<file path="config.mk">
export PLATFORM = sky130hd
export DESIGN_NAME = z80_bus_master
export DESIGN_NICKNAME = d
export VERILOG_FILES = /design/src/rtl/z80_bus_pkg.sv /design/src/rtl/z80_clk_div.sv /design/src/rtl/z80_bus_master.sv
export SDC_FILE = /design/constraint.sdc
export NUM_CORES = 1
export LEC_CHECK = 0
export ABC_AREA = 1
export BUFFER_PORTS_ARGS = -buffer_cell sky130_fd_sc_hd__buf_4
export CELL_PAD_IN_SITES_DETAIL_PLACEMENT = 1
export CELL_PAD_IN_SITES_GLOBAL_PLACEMENT = 2
export CORE_MARGIN = 1
export CORE_UTILIZATION = 31
export CTS_CLUSTER_SIZE = 30
export DETAILED_ROUTE_END_ITERATION = 16
export GPL_TIMING_DRIVEN = 0
export PLACE_DENSITY = 0.78
export SLEW_MARGIN = 20
export SYNTH_ARGS = -nofsm -noshare
export SYNTH_HDL_FRONTEND = slang
export SYNTH_SLANG_ARGS = --single-unit
export TNS_END_PERCENT = 100
</file>
<file path="constraint.sdc">
create_clock -name clk28 -period 2.69 [get_ports clk28]
set_input_delay 0.269 -clock clk28 [delete_from_list [all_inputs] [get_ports clk28]]
set_output_delay 0.269 -clock clk28 [all_outputs]
set_load 0.005 [all_outputs]
</file>
<file path="src/rtl/z80_bus_pkg.sv">
// Shared definitions for the Z80 bus-cycle initiator: command codes,
// FSM state codes, the latched request record and per-command T-state counts.
package z80_bus_pkg;

  // Request command encodings; 5..7 are reserved and never start a cycle.
  localparam logic [2:0] CMD_FETCH = 3'd0;
  localparam logic [2:0] CMD_MEMRD = 3'd1;
  localparam logic [2:0] CMD_MEMWR = 3'd2;
  localparam logic [2:0] CMD_IORD  = 3'd3;
  localparam logic [2:0] CMD_IOWR  = 3'd4;

  // Bus FSM states, kept as plain constants so older tools and netlists
  // see a fixed encoding.
  typedef logic [2:0] bus_state_t;
  localparam bus_state_t ST_IDLE = 3'd0;
  localparam bus_state_t ST_T1   = 3'd1;
  localparam bus_state_t ST_T2   = 3'd2;
  localparam bus_state_t ST_TW   = 3'd3;
  localparam bus_state_t ST_T3   = 3'd4;
  localparam bus_state_t ST_T4   = 3'd5;

  // Request fields that must survive past the acceptance edge.
  typedef struct packed {
    logic [2:0] cmd;
    logic [7:0] wdata;
  } bus_req_t;

  // Nominal T-states per command with no wait requests; 0 marks a reserved code.
  function automatic logic [2:0] t_states(input logic [2:0] c);
    case (c)
      CMD_FETCH: t_states = 3'd4;
      CMD_MEMRD: t_states = 3'd3;
      CMD_MEMWR: t_states = 3'd3;
      CMD_IORD:  t_states = 3'd4;
      CMD_IOWR:  t_states = 3'd4;
      default:   t_states = 3'd0;
    endcase
  endfunction

  function automatic logic cmd_legal(input logic [2:0] c);
    cmd_legal = (t_states(c) != 3'd0);
  endfunction

endpackage

</file>
<file path="src/rtl/z80_clk_div.sv">
// CPU clock generator: divides clk28 into a 50% duty clkcpu and flags the
// clk28 edges on which clkcpu rises (T-state start) and falls (F phase).
module z80_clk_div #(
  parameter int HALF_T = 4
) (
  input  logic clk28,
  input  logic rst,
  output logic clkcpu,
  output logic t_rise,
  output logic t_fall
);

  localparam logic [3:0] LAST = 4'(HALF_T - 1);

  logic [3:0] cnt;
  logic       wrap;

  assign wrap   = (cnt == LAST);
  // Strobes mark the edge on which clkcpu is about to change, so bus logic
  // updates on the very same clk28 edge as clkcpu.
  assign t_rise = wrap & ~clkcpu;
  assign t_fall = wrap &  clkcpu;

  // Half-period counter; clkcpu toggles on every wrap.
  always_ff @(posedge clk28 or posedge rst) begin
    if (rst) begin
      cnt    <= 4'd0;
      clkcpu <= 1'b1;
    end else if (wrap) begin
      cnt    <= 4'd0;
      clkcpu <= ~clkcpu;
    end else begin
      cnt    <= cnt + 4'd1;
    end
  end

endmodule

</file>
<file path="src/rtl/z80_bus_master.sv">
// Z80 bus-cycle initiator: turns a req/done handshake into T-state accurate
// opcode fetch (with refresh), memory read/write and I/O read/write cycles.
//
// state | meaning
// IDLE  | no cycle; request accepted on a T-state rising edge
// T1    | address out; MREQ/RD (or data out) asserted at the F phase
// T2    | I/O strobes at R; memory wait sampled at F
// TW    | wait state; n_wait resampled at each F
// T3    | fetch: data captured at R, refresh starts; others finish at F
// T4    | fetch refresh tail; cycle ends at the next rising edge
module z80_bus_master
  import z80_bus_pkg::*;
#(
  parameter int         HALF_T  = 4,
  parameter logic [7:0] RFSH_HI = 8'h3F
) (
  input  logic        clk28,
  input  logic        rst,
  output logic        clkcpu,
  input  logic        req,
  input  logic [2:0]  cmd,
  input  logic [15:0] addr,
  input  logic [7:0]  wdata,
  output logic        busy,
  output logic        done,
  output logic [7:0]  rdata,
  output logic [15:0] a,
  output logic [7:0]  d_o,
  output logic        d_oe,
  input  logic [7:0]  d_i,
  output logic        n_m1,
  output logic        n_mreq,
  output logic        n_iorq,
  output logic        n_rd,
  output logic        n_wr,
  output logic        n_rfsh,
  input  logic        n_wait
);

  logic       t_rise;
  logic       t_fall;
  bus_state_t state;
  bus_req_t   cur;
  logic       wait_q;
  logic [6:0] r_cnt;

  logic is_fetch;
  logic is_io;
  logic is_rd;
  logic forced_tw;
  logic goto_t3;

  z80_clk_div #(
    .HALF_T (HALF_T)
  ) u_clk_div (
    .clk28  (clk28),
    .rst    (rst),
    .clkcpu (clkcpu),
    .t_rise (t_rise),
    .t_fall (t_fall)
  );

  // Command decode of the latched request and the T2/TW exit decision.
  always_comb begin
    is_fetch  = (cur.cmd == CMD_FETCH);
    is_io     = (cur.cmd == CMD_IORD) || (cur.cmd == CMD_IOWR);
    is_rd     = (cur.cmd == CMD_MEMRD) || (cur.cmd == CMD_IORD);
    // The fourth T-state of a non-fetch cycle is the mandatory I/O wait state.
    forced_tw = (t_states(cur.cmd) == 3'd4) && !is_fetch;
    goto_t3   = !wait_q && !((state == ST_T2) && forced_tw);
  end

  // Bus sequencer: every bus change happens on a clkcpu edge (divider wrap).
  always_ff @(posedge clk28 or posedge rst) begin
    if (rst) begin
      state  <= ST_IDLE;
      cur    <= '0;
      wait_q <= 1'b0;
      r_cnt  <= 7'd0;
      busy   <= 1'b0;
      done   <= 1'b0;
      rdata  <= 8'h00;
      a      <= 16'h0000;
      d_o    <= 8'h00;
      d_oe   <= 1'b0;
      n_m1   <= 1'b1;
      n_mreq <= 1'b1;
      n_iorq <= 1'b1;
      n_rd   <= 1'b1;
      n_wr   <= 1'b1;
      n_rfsh <= 1'b1;
    end else begin
      done <= 1'b0;
      if (t_rise) begin
        case (state)
          ST_IDLE: begin
            // Write data from a finished memory write is released here.
            d_oe <= 1'b0;
            if (req && cmd_legal(cmd)) begin
              cur   <= '{cmd: cmd, wdata: wdata};
              state <= ST_T1;
              busy  <= 1'b1;
              a     <= addr;
              n_m1  <= (cmd != CMD_FETCH);
              if (cmd == CMD_IOWR) begin
                d_o  <= wdata;
                d_oe <= 1'b1;
              end
            end
          end
          ST_T1: begin
            state <= ST_T2;
            if (is_io) begin
              n_iorq <= 1'b0;
              if (cur.cmd == CMD_IORD) n_rd <= 1'b0;
              else                     n_wr <= 1'b0;
            end
          end
          ST_T2, ST_TW: begin
            if (goto_t3) begin
              state <= ST_T3;
              if (is_fetch) begin
                rdata  <= d_i;
                n_mreq <= 1'b1;
                n_rd   <= 1'b1;
                n_m1   <= 1'b1;
                a      <= {RFSH_HI, 1'b0, r_cnt};
                n_rfsh <= 1'b0;
              end
            end else begin
              state <= ST_TW;
            end
          end
          ST_T3: begin
            // Only a fetch is still in T3 at a rising edge.
            state <= ST_T4;
          end
          ST_T4: begin
            n_rfsh <= 1'b1;
            r_cnt  <= r_cnt + 7'd1;
            done   <= 1'b1;
            busy   <= 1'b0;
            state  <= ST_IDLE;
          end
          default: state <= ST_IDLE;
        endcase
      end else if (t_fall) begin
        case (state)
          ST_T1: begin
            if (!is_io) begin
              n_mreq <= 1'b0;
              if (cur.cmd == CMD_MEMWR) begin
                d_o  <= cur.wdata;
                d_oe <= 1'b1;
              end else begin
                n_rd <= 1'b0;
              end
            end
          end
          ST_T2: begin
            if (cur.cmd == CMD_MEMWR) n_wr <= 1'b0;
            // I/O ignores n_wait here; its first sample is in the forced TW.
            if (!forced_tw) wait_q <= ~n_wait;
          end
          ST_TW: begin
            wait_q <= ~n_wait;
          end
          ST_T3: begin
            if (is_fetch) begin
              n_mreq <= 1'b0;
            end else begin
              if (is_rd) rdata <= d_i;
              n_mreq <= 1'b1;
              n_iorq <= 1'b1;
              n_rd   <= 1'b1;
              n_wr   <= 1'b1;
              done   <= 1'b1;
              busy   <= 1'b0;
              state  <= ST_IDLE;
            end
          end
          ST_T4: begin
            n_mreq <= 1'b1;
          end
          default: ;
        endcase
      end
    end
  end

endmodule
</file>
==> flow_summary.toml, run 1 <==
[synth]
synth_compound_area_frac = 0.106
synthAdderAreaFrac = 0.00749
synth-simple-area-share = 0.283
avgSynthCellArea_sq_um = 8.30
synth_xor_area_frac = 0.0183
synth_top_family_by_area = "simple AND/OR/NAND/NOR gates"
yosysWarnings = 0
synth_seq_area_share = 0.512
ys_ff_latch = 68
synthesis.area_sq_um = 3340
yosys.cell_types.count = 32
synthesis.instances = 403
muxShareOfSynthArea = 0
syn_nets = 444

[worst_setup_path]
end_kind = "flop"
critPathMaxFanout = 10
arrival_ps = 2130
crit_required_ps = 2920
path_class = "flop to flop"
path_delay_family = "simple AND/OR/NAND/NOR gates"
startpoint_type = "flop"
crit_chain = "ha_1 > nand3_4 > inv_4 > nand3_1 > nand2_1 > nand3_2 > buf_2 > nand2_1 > o21ai_1"
timing.critical_path.slowest_cell_delay_ps = 380
crit_top_cell = "nand2_1"
critPathBufInv = 2
crit_slowest_cell = "dfrtp_1"

[drt]
dr.first_iter.drc_count = 80
viasPerCell = 4.63
drc = 0
vias = 2948
routed_wl_microns = 8840
ant_nets = 0
first_pass_iters = 4
drt-wirelength-per-cell_microns = 13.9

[finish]
area.growth.synth_to_final_pct = 29.8
fin_cells = 637
utilization = 0.418
regArea_sq_um = 1710
layout_common_cells = "nand2_1 (128), buf_4 (81), dfrtp_1 (61)"
nets = 537
antenna_cells = 0
layout_commonest_cell = "nand2_1"
multi_input_area_sq_um = 1390
final_area_sq_um = 4340
drive_above_1_share = 0.285
final.fill_count = 1292

[floorplanning]
std_cell_rows = 37
die_h_microns = 106
die_area_sq_um = 11200
design.core.area_sq_um = 10400
start_util = 0.322
die_x_microns = 106
io-pin-count = 81

[sta]
relSlewSlack = 0.672
finalSetupViolCount = 0
tightest_slew_ps = 491
fin_crit_sh = 0.706
fin_setup_tns_ps = 0
finalClockSkew_ps = 11.4
slew_violations = 0
worst_hold_slack_ps = 120
fmax_ghz = 0.527
finalWorstSetupSlack_ps = 791
timing_hold_violations_final = 0
fin_crit_ps = 1900
rsz0062_at_grt = "no"

[global_route]
grt_pass1_wl_microns = 15300
antenna_found_initial = 0
grt_pass1_vias = 3048
grt_max_degree = 37
grt_remaining_overflow = 0
grtUsageTotal = 0.174

[clock_network]
worst_skew_pair.late_latency_ps = 340
cts_tree = "yes"
cts_resized = 0
post_cts_buffers = 0
clockRootBuffer = "clkbuf_8"
cts-hold-fix-buffers = 1
cts_htree_levels = 3
cts_made_buffers = 9
cts_buffer_depth = 2
clk_pin_slew_ps = 80
cts.sinks = 68

[placement]
dp_hpwl_microns = 6590
place_inst = 620
postPlaceCellArea_sq_um = 4140
pre_cts_slack_ps = 753
numPortBuffers = 80
gp_congestion = 0.804

[run]
max_cap_violations = 0

[pwr]
leakage_nw = 2.22
power.density_nw_per_um2 = 815
total_power_mw = 3.54
ir_worst_vdd_mv = 0.322

[worst_hold_path]
hold_path_class = "primary input to flop"

[run_status]
status = "completed"
## registers in the layout (all words and copies together), names as in the netlist
signal	cells
a	16
cur	11
d_o	8
rdata	8
r_cnt	7
u_clk_div.cnt	4
state	3
busy	1
d_oe	1
done	1
n_iorq	1
n_m1	1
n_mreq	1
n_rd	1
n_rfsh	1
n_wr	1
u_clk_div.clkcpu	1
wait_q	1
## report_power, final
group	leakage, nW	switching [mW]	internal [mW]
registers	0.848	0.183	1.32
clock network	0.0962	0.407	0.428
logic	1.27	0.643	0.553
## cell families after synthesis
| logic type | count (synthesis) |
|---|---|
| XOR/XNOR | 7 |
| buffers and inverters | 57 |
| flip-flops | 68 |
| AND/OR/NAND/NOR | 208 |
| adder cells (fa/ha/maj) | 2 |
| AO/OA/AOI/OAI | 61 |
## layout make-up
| class | count | share of cell area |
|---|---|---|
| multi-input combinational | 278 | 0.319 |
| clock inverter | 6 | 0.0150 |
| sequential | 68 | 0.394 |
| timing repair buffer | 82 | 0.145 |
| inverter | 44 | 0.0392 |
| tap | 136 | 0.0392 |
| clock buffer | 10 | 0.0294 |
| buffer | 13 | 0.0185 |
## synthesized netlist by cell type, drive strengths merged
master	instances	share of area
a21oi	7	0.014
buf	8	0.018
clkbuf	5	0.0056
dfrtp	61	0.46
dfstp	7	0.055
ha	2	0.0075
inv	44	0.050
nand2	132	0.15
nand3	36	0.063
nand3b	4	0.0090
nand4	3	0.0056
nor2	23	0.035
nor3	3	0.0045
nor3b	1	0.0022
o21a	1	0.0022
o21ai	53	0.089
or2	6	0.011
xnor2	1	0.0026
xor2	6	0.016
## metal layers
layer	share of wire	GRT usage
met1	0.49	0.239
met2	0.45	0.273
met3	0.049	0.0371
met4	0.012	0.0575
met5	0	0
## worst paths after layout
check | startpoint | end | slack [ps] | cells past startpoint
max in group asynchronous | rst | n_rd$_DFFE_PP1P_ | 1590 | 4
max | u_clk_div.cnt[0]$_DFF_PP0_ | d_o[0]$_DFFE_PP0P_ | 790 | 9
min | n_wait | wait_q$_DFFE_PP0P_ | 120 | 2
max reg2reg | u_clk_div.cnt[0]$_DFF_PP0_ | d_o[0]$_DFFE_PP0P_ | 790 | 9
min in group asynchronous | rst | a[2]$_DFFE_PP0P_ | 490 | 3
min reg2reg | n_rd$_DFFE_PP1P_ | n_rd$_DFFE_PP1P_ | 460 | 2
(Power assumes the default switching activity.)
==> inputs of run 2 (changes only) <==
--- a/config.mk
+++ b/config.mk
@@ -5,16 +5,16 @@
 export SDC_FILE = /design/constraint.sdc
 export NUM_CORES = 1
 export LEC_CHECK = 0
-export ABC_AREA = 1
+export ABC_AREA = 0
 export BUFFER_PORTS_ARGS = -buffer_cell sky130_fd_sc_hd__buf_4
 export CELL_PAD_IN_SITES_DETAIL_PLACEMENT = 1
 export CELL_PAD_IN_SITES_GLOBAL_PLACEMENT = 2
 export CORE_MARGIN = 1
-export CORE_UTILIZATION = 31
+export CORE_UTILIZATION = 34
 export CTS_CLUSTER_SIZE = 30
 export DETAILED_ROUTE_END_ITERATION = 16
 export GPL_TIMING_DRIVEN = 0
-export PLACE_DENSITY = 0.78
+export PLACE_DENSITY = 0.77
 export SLEW_MARGIN = 20
 export SYNTH_ARGS = -nofsm -noshare
 export SYNTH_HDL_FRONTEND = slang
==> constraint.sdc (replaced) <==
create_clock -name clk28 -period 1.8 [get_ports clk28]
set_input_delay 0.18 -clock clk28 [delete_from_list [all_inputs] [get_ports clk28]]
set_output_delay 0.18 -clock clk28 [all_outputs]
set_load 0.005 [all_outputs]
==> flow_summary.toml, run 2 <==
[worst_setup_path]
crit_chain = "nor3_4 > nand3_4 > a21oi_4 > buf_8 > mux2_4"
arrival_ps = 2120
crit_slowest_cell = "dfrtp_1"
timing.critical_path.slowest_cell_delay_ps = 500
startpoint_type = "flop"
path_class = "flop to flop"
end_kind = "flop"
crit_required_ps = 2040
critPathMaxFanout = 7

[placement]
dp_hpwl_microns = 6150
gp_congestion = 0.779
numPortBuffers = 80

[run]
max_cap_violations = 0

[synth]
ys_top_cells_by_count = "dfrtp_1 (61), mux2_2 (41), nand2_1 (40)"
async_flop_share = 1.00
yosys.cell_types.count = 64
yosys.area.top_type_share = 0.455
ys_ff_latch = 68
synthesis.area_sq_um = 3350
synth_edf_count = 0
synth_top_area_cell = "dfrtp_1"
avgSynthCellArea_sq_um = 11.7
yosysMostFrequentCell = "dfrtp_1"
syn_nets = 328
synth_ff_type = "dfrtp_1"
synthTopCellsByArea = "dfrtp_1 (46%), mux2_2 (14%), dfstp_2 (5.5%), nand2_1 (4.5%), xnor2_1 (2.1%)"
yosysWarnings = 0
synth_seq_area_share = 0.510
synthesis.instances = 287

[finish]
regArea_sq_um = 1710
largest_reg_flops = 16
nets = 450
drive_above_1_share = 0.548
antenna_cells = 0
multi_input_area_sq_um = 1780
layout_commonest_cell = "buf_4"
reg.largest.list = "a (16), cur (11)"
final.fill_count = 1017
layout_common_cells = "buf_4 (103), dfrtp_1 (59), nand2_1 (40)"
utilization = 0.521
area.growth.synth_to_final_pct = 46.3
top_register = "a"

[worst_hold_path]
hold_path_class = "primary input to flop"

[floorplanning]
die_area_sq_um = 10300
design.core.area_sq_um = 9420
die_x_microns = 101
std_cell_rows = 35
io-pin-count = 81
start_util = 0.356
die_h_microns = 101

[drt]
ant_nets = 0
drt-wirelength-per-cell_microns = 17.1
vias = 2702
drc = 0
viasPerCell = 4.98
routed_wl_microns = 9300
first_pass_iters = 4
dr.first_iter.drc_count = 50

[clock_network]
clockRootBuffer = "clkbuf_8"
worst_skew_pair.late_latency_ps = 360
cts.sinks = 68
cts_htree_levels = 3
cts_made_buffers = 9
cts_tree = "yes"
clk_pin_slew_ps = 80
cts_buffer_depth = 2

[global_route]
grt_remaining_overflow = 0
grt_max_degree = 29
grtUsageTotal = 0.188
grt_pass1_vias = 2774
antenna_found_initial = 0
grt_pass1_wl_microns = 14400

[sta]
finalWorstSetupSlack_ps = -80.9
relSlewSlack = 0.537
tightest_slew_ps = 687
fin_crit_sh = 1.04
finalClockSkew_ps = 19.2
timing_hold_violations_final = 0
finalSetupViolCount = 23
fin_crit_ps = 1880
rsz0062_at_grt = "yes"
fmax_ghz = 0.532
worst_hold_slack_ps = 16.5
slew_violations = 0

[run_status]
violations = "negative setup slack"
status = "finished with violations"

[pwr]
total_power_mw = 4.57
leakage_nw = 2.24
ir_worst_vdd_mv = 0.400
power.density_nw_per_um2 = 930
==> run 2: cell types whose count changed in the layout (fill, tap and decap cells not counted), moves of 7 or more <==
cell | before | now
buf_6 | 3 | 10
o21ai_0 | 35 | 8
inv_1 | 41 | 9
mux2_2 | 0 | 28
buf_4 | 81 | 103
mux2_4 | 0 | 15
nand3_1 | 33 | 4
nand2_1 | 128 | 40
nor2_1 | 17 | 3
o21ai_1 | 9 | 1
xnor2_1 | 1 | 8
o21ai_2 | 9 | 0
==> run 2: cells by family (layout without fill, tap and decap cells) <==
logic type      count (synthesis)  in the layout  synth area share
flops                          68             68             0.510
fa+ha+maj                       2              2           0.00746
xor+xnor                        9              9            0.0235
compound gates                 45             45             0.104
buf+inv                        24            151            0.0351
mux                            47             47             0.157
simple gates                   92             92             0.163
==> run 2: critical path, delay by kind of cell, from the launching register on <==
family / cells / cell delay, ps
compound gates: 1 / 310
buf+inv: 1 / 160
simple gates: 2 / 500
flops: 1 / 500
mux: 1 / 290
==> run 2: final timing paths <==
| check | from | to | slack [ps] | cells past startpoint |
|---|---|---|---|---|
| worst max-delay path | state[0]$_DFFE_PP0P_ | a[0]$_DFFE_PP0P_ | -80 | 5 |
| worst min-delay path | n_wait | wait_q$_DFFE_PP0P_ | 20 | 2 |
| worst max register to register | state[0]$_DFFE_PP0P_ | a[0]$_DFFE_PP0P_ | -80 | 5 |
| worst min register to register | n_wr$_DFFE_PP1P_ | n_wr$_DFFE_PP1P_ | 480 | 2 |
| max in group asynchronous | rst | n_mreq$_DFFE_PP1P_ | 810 | 4 |
| min in group asynchronous | rst | d_o[2]$_DFFE_PP0P_ | 420 | 3 |
==> run 2: repair_timing <==
action,in CTS,in global routing
hold buffers,1,0
setup buffers,12,16
endpoints found under the hold margin,18,0
gates cloned,0,1
endpoints found under the setup margin,58,55
pin swaps,3,8
gates resized for setup,14,55
==> run 2: report_power, final <==
part	internal (mW)	leakage (nW)	switching (mW)
Combinational	0.731	1.30	0.612
Clock	0.640	0.0927	0.631
Sequential	1.76	0.847	0.191
==> run 2: layer usage <==
layer / routed length, microns / track usage
met1: 4190 / 0.246
met5: 0 / 0
met3: 403 / 0.0462
met4: 193 / 0.0658
met2: 4510 / 0.304
==> run 2: cell type report <==
cell class	instances	share of cell area
Inverter	10	0.00841
Multi-Input combinational cell	195	0.362
Clock inverter	6	0.0130
Timing Repair Buffer	112	0.186
Clock buffer	10	0.0260
Sequential cell	68	0.349
Buffer	13	0.0229
Tap cell	129	0.0329
==> run 2: per-stage QoR <==
| stage | setup TNS [ps] | cell area (sq um) | setup WS [ps] | std cells |
|---|---|---|---|---|
| after floorplan | -65.2 | 3370 | -65.2 | 287 |
| after global placement | -10220 | 4130 | -498 | 496 |
| after detailed placement | -11550 | 4180 | -523 | 498 |
| after CTS | -928 | 4540 | -64.5 | 527 |
| after global routing | -4590 | 4910 | -162 | 543 |
| final | -776 | 4910 | -80.9 | 543 |
